<file path="config.mk">
export PLATFORM = sky130hd
export DESIGN_NAME = serial_adder
export DESIGN_NICKNAME = d
export VERILOG_FILES = /design/src/rtl/serial_adder_pkg.sv /design/src/rtl/serial_adder_full_adder_bit.sv /design/src/rtl/serial_adder.sv
export SDC_FILE = /design/constraint.sdc
export NUM_CORES = 1
export LEC_CHECK = 0
export CORE_ASPECT_RATIO = 1.75
export CORE_UTILIZATION = 35
export DETAILED_ROUTE_END_ITERATION = 8
export SYNTH_ARGS = -nofsm -noshare
export SYNTH_HDL_FRONTEND = slang
export SYNTH_SLANG_ARGS = --single-unit
</file>
<file path="constraint.sdc">
create_clock -name clk -period 1.9 [get_ports clk]
set_input_delay 0.19 -clock clk [delete_from_list [all_inputs] [get_ports clk]]
set_output_delay 0.19 -clock clk [all_outputs]
set_load 0.05 [all_outputs]
</file>
<file path="src/rtl/serial_adder_pkg.sv">
// Shared types and constants for the bit-serial adder family.
// State encodings are plain 2-bit constants so legacy code can compare against them directly.
package serial_adder_pkg;

    typedef enum logic [1:0] {
        IDLE = 2'd0,
        RUN  = 2'd1,
        DONE = 2'd2
    } state_e;

    localparam logic [1:0] ST_IDLE = 2'd0;
    localparam logic [1:0] ST_RUN  = 2'd1;
    localparam logic [1:0] ST_DONE = 2'd2;

    localparam int DEFAULT_WIDTH = 4;

endpackage

</file>
<file path="src/rtl/serial_adder_full_adder_bit.sv">
// One-bit combinational full adder, shared by the serial adder and subtractor variants.
module full_adder_bit (
    input  logic a,
    input  logic b,
    input  logic ci,
    output logic s,
    output logic co
);

    assign s  = a ^ b ^ ci;
    assign co = (a & b) | (a & ci) | (b & ci);

endmodule

</file>
<file path="src/rtl/serial_adder.sv">
// Bit-serial WIDTH-bit adder: operands captured on start, summed LSB-first through
// one carry flip-flop, {carry,sum} registered on the last bit with a one-cycle valid.
module serial_adder
    import serial_adder_pkg::*;
#(
    parameter int WIDTH = DEFAULT_WIDTH
) (
    input  logic             clk,
    input  logic             rst_n,
    input  logic             start,
    input  logic [WIDTH-1:0] a,
    input  logic [WIDTH-1:0] b,
    input  logic             cin,
    output logic             busy,
    output logic             valid,
    output logic [WIDTH-1:0] sum,
    output logic             carry
);

    localparam int CNT_W = (WIDTH > 1) ? $clog2(WIDTH) : 1;
    localparam logic [CNT_W-1:0] CNT_LAST = CNT_W'(WIDTH - 1);

    logic [1:0]       state_q,  state_d;
    logic [WIDTH-1:0] a_sr_q,   a_sr_d;
    logic [WIDTH-1:0] b_sr_q,   b_sr_d;
    logic [WIDTH-1:0] sum_sr_q, sum_sr_d;
    logic             c_q,      c_d;
    logic [CNT_W-1:0] cnt_q,    cnt_d;
    logic [WIDTH-1:0] sum_q,    sum_d;
    logic             carry_q,  carry_d;

    logic             fa_s;
    logic             fa_co;
    logic [WIDTH-1:0] sum_shifted;

    full_adder_bit u_fa (
        .a  (a_sr_q[0]),
        .b  (b_sr_q[0]),
        .ci (c_q),
        .s  (fa_s),
        .co (fa_co)
    );

    // New bit enters at the MSB so after WIDTH shifts the LSB-first stream is in order.
    assign sum_shifted = {fa_s, sum_sr_q[WIDTH-1:1]};

    always_comb begin
        state_d  = state_q;
        a_sr_d   = a_sr_q;
        b_sr_d   = b_sr_q;
        sum_sr_d = sum_sr_q;
        c_d      = c_q;
        cnt_d    = cnt_q;
        sum_d    = sum_q;
        carry_d  = carry_q;

        case (state_q)
            ST_IDLE: begin
                if (start) begin
                    a_sr_d  = a;
                    b_sr_d  = b;
                    c_d     = cin;
                    cnt_d   = '0;
                    state_d = ST_RUN;
                end
            end
            ST_RUN: begin
                a_sr_d   = a_sr_q >> 1;
                b_sr_d   = b_sr_q >> 1;
                sum_sr_d = sum_shifted;
                c_d      = fa_co;
                cnt_d    = cnt_q + 1'b1;
                if (cnt_q == CNT_LAST) begin
                    sum_d   = sum_shifted;
                    carry_d = fa_co;
                    state_d = ST_DONE;
                end
            end
            ST_DONE: begin
                state_d = ST_IDLE;
            end
            default: begin
                state_d = ST_IDLE;
            end
        endcase
    end

    always_ff @(posedge clk or negedge rst_n) begin
        if (!rst_n) begin
            state_q  <= ST_IDLE;
            a_sr_q   <= '0;
            b_sr_q   <= '0;
            sum_sr_q <= '0;
            c_q      <= 1'b0;
            cnt_q    <= '0;
            sum_q    <= '0;
            carry_q  <= 1'b0;
        end else begin
            state_q  <= state_d;
            a_sr_q   <= a_sr_d;
            b_sr_q   <= b_sr_d;
            sum_sr_q <= sum_sr_d;
            c_q      <= c_d;
            cnt_q    <= cnt_d;
            sum_q    <= sum_d;
            carry_q  <= carry_d;
        end
    end

    assign busy  = (state_q != ST_IDLE);
    assign valid = (state_q == ST_DONE);
    assign sum   = sum_q;
    assign carry = carry_q;

endmodule

</file>
Word level (Yosys, flattened, before mapping)
Index checks and enable logic that the tools add are counted.

operators by class
  add/sub/neg operators = 1
  reductions and logical operators = 6
  multiplexer cells = 11
  equality and inequality tests = 5
  bitwise logic cells = 7

operators by type and width
  cell                   number
  $pmux W4 S2            2
  $mux W4                2
  $pmux W2 S2            2
  $mux W2                3
  $reduce_and A2 Y1      3
  $eq A2 B2 Y1 const B   2
  $ne A2 B2 Y1 const B   2
  $reduce_bool A2 Y1     2
  $and A1 B1 Y1          3
  $add A2 B1 Y2 const B  1
  $eq A2 B1 Y1 const B   1
  $logic_not A2 Y1       1
  $or A1 B1 Y1           2
  $pmux W1 S2            1
  $xor A1 B1 Y1          2
  $mux W1                1

word-level totals
  bits of input ports = 12
  logic and storage cells = 38
  flip-flop bits (word level) = 22

Logic depth before layout (Yosys ltp)
Gate-level depths: netlist of run 1.

  word-level depth = 4
  mapped depth = 5

Cells and area by module
A second synthesis of run 1 with hierarchy kept.

unflattened totals
  cell total of the unflattened synthesis = 86
  area total of the unflattened synthesis = 925.9 um^2

modules (own cells, without submodules)
  module          times used  seq. area each (um^2)  area each (um^2)  cells each
  serial_adder    1           525.5                  905.9             85
  full_adder_bit  1           0.0                    20.0              1

Worst setup path before layout of run 1
No wires, ideal clock.

  kind = register -> output
  start point = register state_q[0]
  end point = output port valid
  arrival = 1,247 ps
  stages on the path, launching flop included = 3
  setup slack = 463 ps
  cells stage by stage = dfrtp_1 buf_2 nor2_1

on the way
  word-level cells in the longest chain between the ends = 1

RTL lines
  what                    line                 RTL
  from (decl)             serial_adder.sv:23   logic [1:0] state_q, state_d;
  from (signal assigned)  serial_adder.sv:99   state_q <= state_d;
  $eq A2 B2 Y1            serial_adder.sv:111  assign valid = (state_q == ST_DONE);
  to (decl)               serial_adder.sv:15   output logic valid,

Every way passes these cells.

Worst setup path in the final report of run 1
  start point = register sum_q[0] (netlist: sum[0])
  end point = output port sum[0]

RTL lines
  what                    line                 RTL
  from (decl)             serial_adder.sv:29   logic [WIDTH-1:0] sum_q, sum_d;
  from (signal assigned)  serial_adder.sv:105  sum_q <= sum_d;
  to (decl)               serial_adder.sv:16   output logic [WIDTH-1:0] sum,

No word-level cell between the ends.

==> summary.md, run 1 <==
The run finished with clean final reports. The logs give 1.36 mm for the post-DP HPWL and 0.940 mV for the maximum resistive drop on vdd. The die is 40.9 microns wide. The fraction of layout cells with a size suffix above 1 was 15.1%; the cell count after synthesis was 87.

Before CTS, the worst setup slack after placement is 0.406 ns. The final-report max-slew violation count was 0; the number of DRC markers in iteration 0 was 11. For the pin with the worst max-slew slack, the measured transition is 0.492 ns. For the initial antenna violation count, the log shows 0.

Synthesis produced a netlist with a net count of 101. Average cell area after synthesis: 10.7 sq um. In this run, the combinational gates consume 46.4% of the power.

Detailed routing inserted a total of 715 vias. The repair_antennas step left the layout with diodes totalling 0. The max-cap check violation count came out at 0.

In this run the core area contains 24 standard-cell rows. The tightest min-delay check is of the in -> async type. Subtracting the final worst setup slack from the clock period gives 1.61 ns. The largest area contributor in the netlist is sky130_fd_sc_hd__dfrtp_1. TritonCTS created 3 clock buffers. Per report_power, the clock group accounts for 13.8% of the total. With fillers left out, the area of the finished cells amounts to 1170 sq um.

The critical path is of the reg -> out type. The number of hold violations in the final report was 0. The number of inserted filler cells in the final layout is 253. STA classifies the critical path endpoint as a primary output. Along the worst path, the maximum fanout reaches 2. After detailed routing, the average wire length per cell comes to 14.7 microns. The core box area came out at 2490 sq um. After synthesis the cells add up to 927 sq um.

The worst slew margin relative to its limit is 67.1%. Traced cell by cell, the critical path runs through clkdlybuf4s50_1. The synthesis-to-finish area growth is 26.2%, and the quantity of gates resized following cts is 0. Setup violations remaining at the end of the flow were counted as 0.

The clock net in this run drives a total of 21 sinks. Setup repair after global routing left no endpoint under its margin. For this run, the top clock speed supported by timing is 620 MHz.

For the worst-skew pair, the clock arrives at the later sink with an insertion delay of 0.26 ns. Among all stages on the critical path, the largest delay is contributed by sky130_fd_sc_hd__clkdlybuf4s50_1. The first global-routing pass estimated 3.00 mm of wire. The share of total power dissipated in sequential elements is 39.7%.

The setup TNS is 0 ns, and the internal cell power is 1.21 mW. For the maximum number of buffers from clock root to sink, the log shows 2. The startpoint kind of the worst setup timing path is a flop. The number of register bits inferred by synthesis was 21; the instance area after placement was 1120 sq um. Once routing completed, OpenROAD measured the worst setup slack at 0.287 ns. The clock arrives with 0.00267 ns of skew. The maximum number of pins on one net before global-route repair came out at 22. The first-pass iteration count of the detailed router was 2; the die span in y was 70.1 microns. After detailed routing, the number of vias per cell comes to 5.42. The number of buffers and inverters on the critical path is 1.

For this run, the number of Yosys warnings is 0. The number of setup buffers added after CTS is 0, and the net count reported at finish is 121. In the post-synthesis netlist, the biggest area contributors are sky130_fd_sc_hd__dfrtp_1 (57%), sky130_fd_sc_hd__o32ai_1 (6.6%), sky130_fd_sc_hd__mux2_2 (6.1%), sky130_fd_sc_hd__nand2_1 (5.3%), sky130_fd_sc_hd__o22ai_1 (4.7%). Dividing total power by cell area gives a power density of 1820 nW/um^2. Die footprint: 2870 sq um.

TritonCTS built the clock tree. The level count of the clock H-tree was 1; the worst path arrival time was 1.42 ns. The tools report the clock tree root driver cell as sky130_fd_sc_hd__clkbuf_8. The share of synthesized area occupied by flip-flops and latches was 56.7%; the critical path's largest stage delay was 0.80 ns.

Data on the critical path is required at its endpoint by 1.71 ns. Number of global-route vias before repair: 665. The run gives 19 as the count of boundary I/O pins. The tools report the total global routing overflow as 0. The count of buffers added on input and output ports is 18. The synthesized design devotes to its leading area cell type 56.7% of total area. In the global route stage, overall resource usage came out at 14.9%.

The starting density of the core is 37.2%. The last weighted congestion value of the routability-driven placer came out at 0.691. Net switching is 43.3% of the power.

The tools report the leakage power as 0.516 nW. After clock tree synthesis, the clock-pin slew on the worst setup and hold paths is 0.08 ns. After clock tree synthesis, the flow added hold-fix buffers numbering 0. The analysis attributes to net switching a power of 924 uW. The routed design has 1.94 mm of wire.

The count of unresolved DRC violations after routing is 0. The run gives 18 as the count of unique library cells instantiated by Yosys. The worst path uses 84.9% of the clock period. The tools report the number of nets still failing antenna checks after routing as 0. On the critical path the largest part of the delay comes from buffers and inverters.
==> logic make-up after synthesis <==
kind of cell,Yosys count,synth area share [%]
and+or+nand+nor,30,14.3
AOI/OAI and AO/OA,21,15.1
DFF,21,56.7
buffers and inverters,7,3.24
muxes,6,7.15
adders and majority gates,2,3.51
==> synth_stat cells (all sizes together) <==
master and number:
nor2 10, mux2i 1, fa 1, ha 1, and2b 1, or2 2
o21ai 7, o22ai 7, o32ai 7, nand2 14, dfrtp 21, nor2b 1
clkbuf 1, inv 3, buf 3, mux2 5, nand2b 2
==> area by class of cell <==
type / count / area (sq um) / share of cell area [%]
well taps: 26 / 32.5 / 2.78
clock inverters: 1 / 5.00 / 0.428
repair buffers: 19 / 183 / 15.6
inverters: 3 / 11.3 / 0.963
multi-input cells: 59 / 372 / 31.8
clock buffers: 3 / 41.3 / 3.53
flip-flops and latches: 21 / 526 / 44.9
==> placed cells by master, fill, tap and decap left out, drive strengths merged, types with 2 or more instances in the layout <==
cell	instances
dfrtp	21
clkdlybuf4s50	16
nand2	14
nor2	10
o32ai	7
o22ai	7
o21ai	7
mux2	5
inv	3
clkbuf	3
buf	3
or2	2
nand2b	2
==> metrics by stage <==
stage               hold slack (ns)  power [mW]  util [%]  instances
finish                        0.272        2.13      46.9        132
global route                  0.316        2.28      46.9        132
CTS                           0.283        2.15      46.9        132
detailed placement            0.473        1.85      45.1        128
global placement              0.464        1.83      45.1        128
floorplan                    -0.106        1.55         -         87
==> final timing paths <==
kind	startpoint	endpoint	slack, ns	cells after the start
setup / recovery	sum[0]	sum[0]	0.29	1
hold / removal	rst_n	state_q[0]	0.27	2
setup reg to reg	state_q[0]	sum[3]	0.40	3
hold reg to reg	cnt_q[0]	cnt_q[0]	0.50	1
max in group asynchronous	rst_n	c_q	1.41	2
min in group clk	b[3]	b_sr_q[3]	0.49	3
==> worst register-to-register path: stages (launching register included) <==
cell and delay, ns:
sky130_fd_sc_hd__dfrtp_1 0.55, sky130_fd_sc_hd__and2b_2 0.33, sky130_fd_sc_hd__nand2_2 0.15, sky130_fd_sc_hd__mux2_2 0.36
==> power groups by stage <==
stage	Combinational (mW)	Sequential (mW)	Clock, mW
global route	1.09	0.876	0.316
detailed placement	0.996	0.858	0
global placement	0.975	0.856	0
CTS	1.00	0.850	0.299
finish	0.990	0.848	0.295
floorplan	0.586	0.960	0
==> registers in the layout (all words and copies together) (netlist names) <==
name,cells
a_sr_q,4
b_sr_q,4
c_q,1
carry,1
cnt_q,2
state_q,2
sum,4
sum_sr_q,3
==> metal layers <==
layer	vias up	track usage [%]	routed length [microns]
met2	10	22.0	990
met3	4	1.90	56
met1	358	20.3	860
met4	0	7.78	28
met5	-	0	0
li1	343	-	-
No activity file was read; power rests on OpenSTA's default activity.
==> run 2: changes to the inputs <==
clock period = 1.4 ns   (was 1.9 ns; I/O delays follow)
==> run 2 against run 1 <==
  * Cell area up 12%
  * Routed wire length increased by 3.8%
  * Hold slack worse by 0.053 ns
  * Count of clock-buffer cells in the layout unchanged
  * Clock power rose by 34%
  * Via count is 2.5% higher
  * Sequential cell count did not move
  * Sequential power grew 34%
  * Critical path type unchanged
  * Largest power group unchanged
==> summary.md, run 2 (synthesized netlist as in run 1, its figures left out) <==
The port buffer count was 18. The final period demand of the worst path is 1.35 ns. The critical path goes through buf_6 > or2_4 > buf_8. Detailed placement ended at an HPWL of 1.38 mm. In this run the critical register-to-register path is captured at carry. The logs give 2 for the maximum number of buffers from clock root to sink and 0 for the count of unresolved DRC violations after routing. The clock reaches the later pin of the worst-skew pair after 0.26 ns. Dividing total power by cell area gives a power density of 2460 nW/um^2. After detailed routing, the number of vias per cell comes to 5.31.

The cell at the slowest stage of the critical path is sky130_fd_sc_hd__dfrtp_1. Final-report max-slew violation count: 0. Clock buffer count from CTS: 3. The number of hold violations in the final report was 0.

Setup repair after global routing left no endpoint under its margin. The tools report the final worst hold slack as 0.218 ns. For this configuration, the core starts out at a cell density of 37.2%. The maximum resistive drop on vdd was 1.04 mV. The leakage power came out at 0.588 nW. The x dimension of the die works out to 40.9 microns.

The initial antenna violation count was 0. Across all register-to-register paths, the minimum setup slack is 0.05 ns. The critical path contains buffers and inverters numbering 2 combined. The setup TNS came out at 0 ns. The launch point of the worst reg-to-reg path is state_q[0]. The register clock-pin slew on the reported worst setup and hold paths is 0.08 ns, and the last weighted congestion value of the routability-driven placer is 0.700. Measured in cells, the most critical reg-to-reg path has a length of 4. TritonCTS built the clock tree.

For this run, the top clock speed supported by timing is 741 MHz. Summed over all layers, the global routing overflow is 0. The logs give 22 for the maximum number of pins on one net before global-route repair and 2870 sq um for the die footprint. The maximum clock skew at final layout was 0.00766 ns. The worst hold path belongs to the class in -> async. The clock sink total is 21.

The level count of the clock H-tree was 1. Hold repair after CTS inserted 0 buffers. The type of the worst setup path is reg -> out. The number of antenna repair diodes came out at 0.

The run gives 0 as the max-cap check violation count. The detailed router placed 733 vias in this run. The first global-routing pass estimated 3.08 mm of wire. Setup violations remaining at the end of the flow were counted as 0. The area growth from synthesis to layout is 41.8%. The wire length per cell was 14.6 microns; the fraction of layout cells with a size suffix above 1 was 28.6%. The clock network burns 12.2% of the power.

In this run the count of I/O pins placed on the die edge is 19. The net switching fraction of the power is 41.1%, and the cell total after placement is 130. The tree is rooted in a sky130_fd_sc_hd__clkbuf_8. For the number of nets still failing antenna checks after routing, the log shows 0. The first TritonRoute pass finished after 2 iterations.

Of the available clock period, the critical path in the final layout requires 96.4%. For the number of global-route vias before repair, the log shows 716. Following the worst setup path forward leads to its endpoint at busy. Leaving out fill and tap cells, the most frequent cell in the layout is sky130_fd_sc_hd__dfrtp_1. For this block, the routed nets add up to 2.01 mm of wire. The internal portion of the total power is 1.91 mW. The count of non-filler cells in the finished layout was 138; the net count reported at finish was 127. In this run the tightest slew margin relative to its limit is 81.7%. In this run the core area contains 24 standard-cell rows.

The largest fanout of any net on the critical path was 13; the combinational share of power was 52.7%. At the worst endpoint, the arrival time is 1.21 ns. The die is 70.1 microns tall. The flow ran to the end, and the final reports show no timing, DRC or antenna violations. The run gives 1.26 ns as the worst endpoint required time. The most critical setup path has its startpoint at state_q[0]. The critical path's largest stage delay was 0.39 ns.

The worst setup path is captured at a primary output. The depth of the critical timing path with buffers and inverters included works out to 3. The kind of cell with the highest combined delay along the critical path is flip-flops. The core region is 2490 sq um.

Per report_power, the sequential group accounts for 35.1% of the total. For this design the total switching power over the nets is 1.33 mW. The top cell types in the final layout, fill and taps aside, are sky130_fd_sc_hd__dfrtp_1 (21), sky130_fd_sc_hd__nand2_1 (13), sky130_fd_sc_hd__clkdlybuf4s50_1 (11). The total global-route track usage was 15.6%; the number of inserted filler cells in the final layout was 234. The transition at the pin with the smallest max-transition slack works out to 0.274 ns. In this run, the number of DRC markers left after iteration 0 of detailed routing was 14. The startpoint kind of the worst setup timing path is a flop.
run 2: power groups by stage:
stage | logic [mW] | registers (mW) | clock network [mW]
final | 1.71 | 1.14 | 0.395
after global routing | 1.85 | 1.17 | 0.425
after CTS | 1.66 | 1.13 | 0.409
after detailed placement | 1.53 | 1.15 | 0
after global placement | 1.52 | 1.14 | 0
after floorplan | 0.795 | 1.30 | 0
run 2: final cells by class:
class / instances / area (sq um) / area share, %
clock buffers: 3 / 41.3 / 3.14
clock inverters: 1 / 5.00 / 0.381
inverters: 3 / 11.3 / 0.856
multi-input cells: 59 / 407 / 30.9
flip-flops and latches: 21 / 526 / 40.0
well taps: 26 / 32.5 / 2.47
repair buffers: 25 / 293 / 22.3
run 2: worst reg2reg max path, stage by stage, from the launching register on:
cell                      delay (ns)
sky130_fd_sc_hd__dfrtp_1        0.39
sky130_fd_sc_hd__buf_4          0.15
sky130_fd_sc_hd__and2b_2        0.24
sky130_fd_sc_hd__nand2_4        0.12
sky130_fd_sc_hd__mux2_2         0.34
run 2: timing repair:
item                                   CTS  global route
cloned                                   0             0
setup endpoints to repair                1            13
setup buffers                            4             0
endpoints found under the hold margin    0             0
gates resized for setup                  5             7
run 2: how the worst min path moves through the flow:
stage,endpoint,slack (ns),cells after the start
after floorplan,a_sr_q[0],-0.16,0
after global placement,sum_sr_q[1],0.47,2
after detailed placement,sum_sr_q[1],0.47,2
after CTS,a_sr_q[1],0.23,2
after global routing,sum_sr_q[3],0.27,2
final,a_sr_q[1],0.22,2
run 2: metal layers:
layer	share of wire (%)	wire length, microns	track usage (%)
met1	39	777	17.4
met5	0	0	0
met2	57	1150	26.9
met3	2.4	49	1.90
met4	1.8	37	6.67
run 2: metrics by stage:
stage               setup WS, ns  instance area (sq um)  total power [mW]  utilization [%]
floorplan                 0.0130                    927              2.10                -
global placement          0.0621                   1190              2.66             47.7
detailed placement        0.0633                   1190              2.68             47.7
CTS                       0.0250                   1280              3.20             51.5
global route              0.0164                   1320              3.45             52.8
finish                    0.0506                   1320              3.24             52.8
==> run 3: changes to the inputs <==
CAP_MARGIN = 10   (was unset)
SETUP_SLACK_MARGIN = 0.15   (was unset)
==> run 3 against run 2 <==
  * Worst setup slack better by 0.036 ns
  * Largest power group unchanged
  * Clock skew is 0.0050 ns lower
  * Routed wire length is 0.80% higher
==> summary.md, run 3 (synthesized netlist as in run 1, its figures left out) <==
The number of nets still failing antenna checks after routing is 0. The tools report the clock sink total as 21. The logs give 0.00268 ns for the maximum clock skew at final layout and 22 for the maximum number of pins on one net before global-route repair. The initial antenna violation count is 0, and the highest achievable clock rate is 762 MHz.

The count of unresolved DRC violations after routing is 0. At the worst endpoint, the arrival time is 1.46 ns. Dividing the final minimum period by the clock period gives 93.8%. By startpoint and endpoint, the worst setup path is classified as reg -> reg. The net switching power is 1.41 mW, and the final period demand of the worst path is 1.31 ns. TritonCTS built the clock tree. The core box area came out at 2490 sq um.

The die span in y was 70.1 microns. The run gives 24 as the number of placement rows. The library cells used most frequently in the layout, excluding fill and tap cells, are sky130_fd_sc_hd__dfrtp_1 (20), sky130_fd_sc_hd__nand2_1 (12), sky130_fd_sc_hd__clkdlybuf4s50_1 (11).

The tools report the relative contribution of the clock network to total power as 11.1%. The count of boundary I/O pins came out at 19. The core occupancy in the finished layout came out at 56.0%. The number of vias in the routed layout is 775. The synthesis-to-finish area growth was 50.5%; the register clock-pin slew on the reported worst setup and hold paths was 0.08 ns.

For the pin with the worst max-slew slack, the measured transition is 0.455 ns. The startpoint kind of the worst setup timing path was a flop. The number of DRC markers in iteration 0 was 22. The net switching fraction of the power works out to 40.2%.

After global routing the overflow that remains totals 0. For the final routed database, the setup TNS stands at 0 ns. The tree is rooted in a sky130_fd_sc_hd__clkbuf_8. Cells with a size suffix above 1 make up 34.7% of the layout.

Setup repair after global routing could not meet its margin everywhere. The longest clock path from root to sink contains 2 buffers. Measured in cells, the most critical reg-to-reg path has a length of 4.

In this run the worst path has a maximum fanout of 6. Routability-driven placement finished with a final weighted congestion of 0.722. Counting the buffers created by CTS gives 3. The internal cell power was 2.10 mW. In this run the worst hold path is classified as in -> async. The logs give 1.38 mm for the post-DP HPWL and 56.0% for the combinational share of power. The level count of the clock H-tree was 1. Via density per instance: 5.38. The number of antenna diodes in the final layout is 0. The worst slew margin relative to its limit came out at 69.7%. The tools report the setup violation total in the final timing report as 0. For the worst-skew pair, the clock arrives at the later sink with an insertion delay of 0.26 ns.

The critical path capture point type was a flop. The filler cells instantiated in the layout total 225. The flow ran to the end, and the final reports show no timing, DRC or antenna violations. Data on the critical path is required at its endpoint by 1.54 ns.

The final-report max-slew violation count is 0. The logs give 3.35 mm for the global-route wire length before repair and 16.5% for the total global-route track usage. During placement, the flow inserted port buffers numbering 18. The tool flagged a number of max-cap violations equal to 0. The net count reported at finish is 133. For this configuration, the core starts out at a cell density of 37.2%.

The routed design has 2.03 mm of wire. For the die footprint, the log shows 2870 sq um. The ratio of total power to cell area is 2510 nW/um^2, and the register share of total power is 32.9%. The first-pass iteration count of the detailed router was 4. After detailed routing, the average wire length per cell comes to 14.1 microns.

The number of global-route vias before repair is 792, and the number of hold violations in the final report is 0. For the leakage power, the log shows 0.641 nW. Measured along the x axis, the die boundary spans 40.9 microns. Across the VDD grid, the largest voltage drop is 1.37 mV. The leading cell type in the layout, fill and taps excluded is sky130_fd_sc_hd__dfrtp_1.
==> run 3: changes by cell type in the layout (fill, tap and decap cells not counted), moves of 2 or more <==
cell                     before  now
sky130_fd_sc_hd__mux2_4       0    5
sky130_fd_sc_hd__buf_6        2    4
sky130_fd_sc_hd__mux2_2       5    0
sky130_fd_sc_hd__buf_4        6   10
==> run 3: power by group through the flow <==
stage / sequential [mW] / combinational [mW] / clock (mW)
3_5_place_dp: 1.16 / 1.58 / 0
3_3_place_gp: 1.15 / 1.55 / 0
5_1_grt: 1.19 / 2.13 / 0.431
6_report: 1.15 / 1.97 / 0.389
2_1_floorplan: 1.30 / 0.800 / 0
4_1_cts: 1.14 / 1.86 / 0.401
==> run 3: worst max-delay path, cell delays in order, from the launching register on <==
cell                      delay [ns]
sky130_fd_sc_hd__dfrtp_1        0.41
sky130_fd_sc_hd__buf_6          0.13
sky130_fd_sc_hd__and2b_2        0.21
sky130_fd_sc_hd__nand2_4        0.13
sky130_fd_sc_hd__mux2_4         0.32
==> run 3: through the flow <==
| stage | cells | hold WS, ns | power (mW) | setup WS [ns] | cell area, sq um |
|---|---|---|---|---|---|
| after floorplan | 87 | -0.156 | 2.10 | 0.147 | 930 |
| after global placement | 133 | 0.461 | 2.69 | 0.0858 | 1210 |
| after detailed placement | 133 | 0.465 | 2.74 | 0.0590 | 1210 |
| after CTS | 144 | 0.234 | 3.40 | 0.101 | 1350 |
| after global routing | 144 | 0.264 | 3.75 | 0.0517 | 1400 |
| final | 144 | 0.224 | 3.51 | 0.0870 | 1400 |
==> run 3: cell type report <==
cell class	count	area [sq um]	share of cell area (%)
Clock inverter	1	5.00	0.359
Tap cell	26	32.5	2.33
Sequential cell	21	527	37.8
Inverter	3	11.3	0.807
Timing Repair Buffer	31	345	24.8
Multi-Input combinational cell	59	433	31.0
Clock buffer	3	41.3	2.96
==> run 3: worst paths after layout <==
check / from / to / slack [ns]
min in group clk: a[3] / a_sr_q[3] / 0.44
min: rst_n / a_sr_q[3] / 0.22
max: state_q[0] / carry / 0.09
min reg2reg: sum_sr_q[1] / sum_sr_q[1] / 0.49
max reg2reg: state_q[0] / carry / 0.09
max in group asynchronous: rst_n / state_q[1] / 0.94
==> run 3: per-layer routing <==
layer | routed length, microns | part of all wire, % | GRT usage, %
met5 | 0 | 0 | 0
met4 | 21 | 1.0 | 7.78
met3 | 53 | 2.6 | 1.90
met2 | 1120 | 55 | 27.8
met1 | 833 | 41 | 19.0
==> run 3: timing repair <==
item,4_1_cts,5_1_grt
resized for setup,12,9
setup endpoints to repair,7,18
buffers inserted,7,0
pin swaps,3,1
hold buffers,0,0
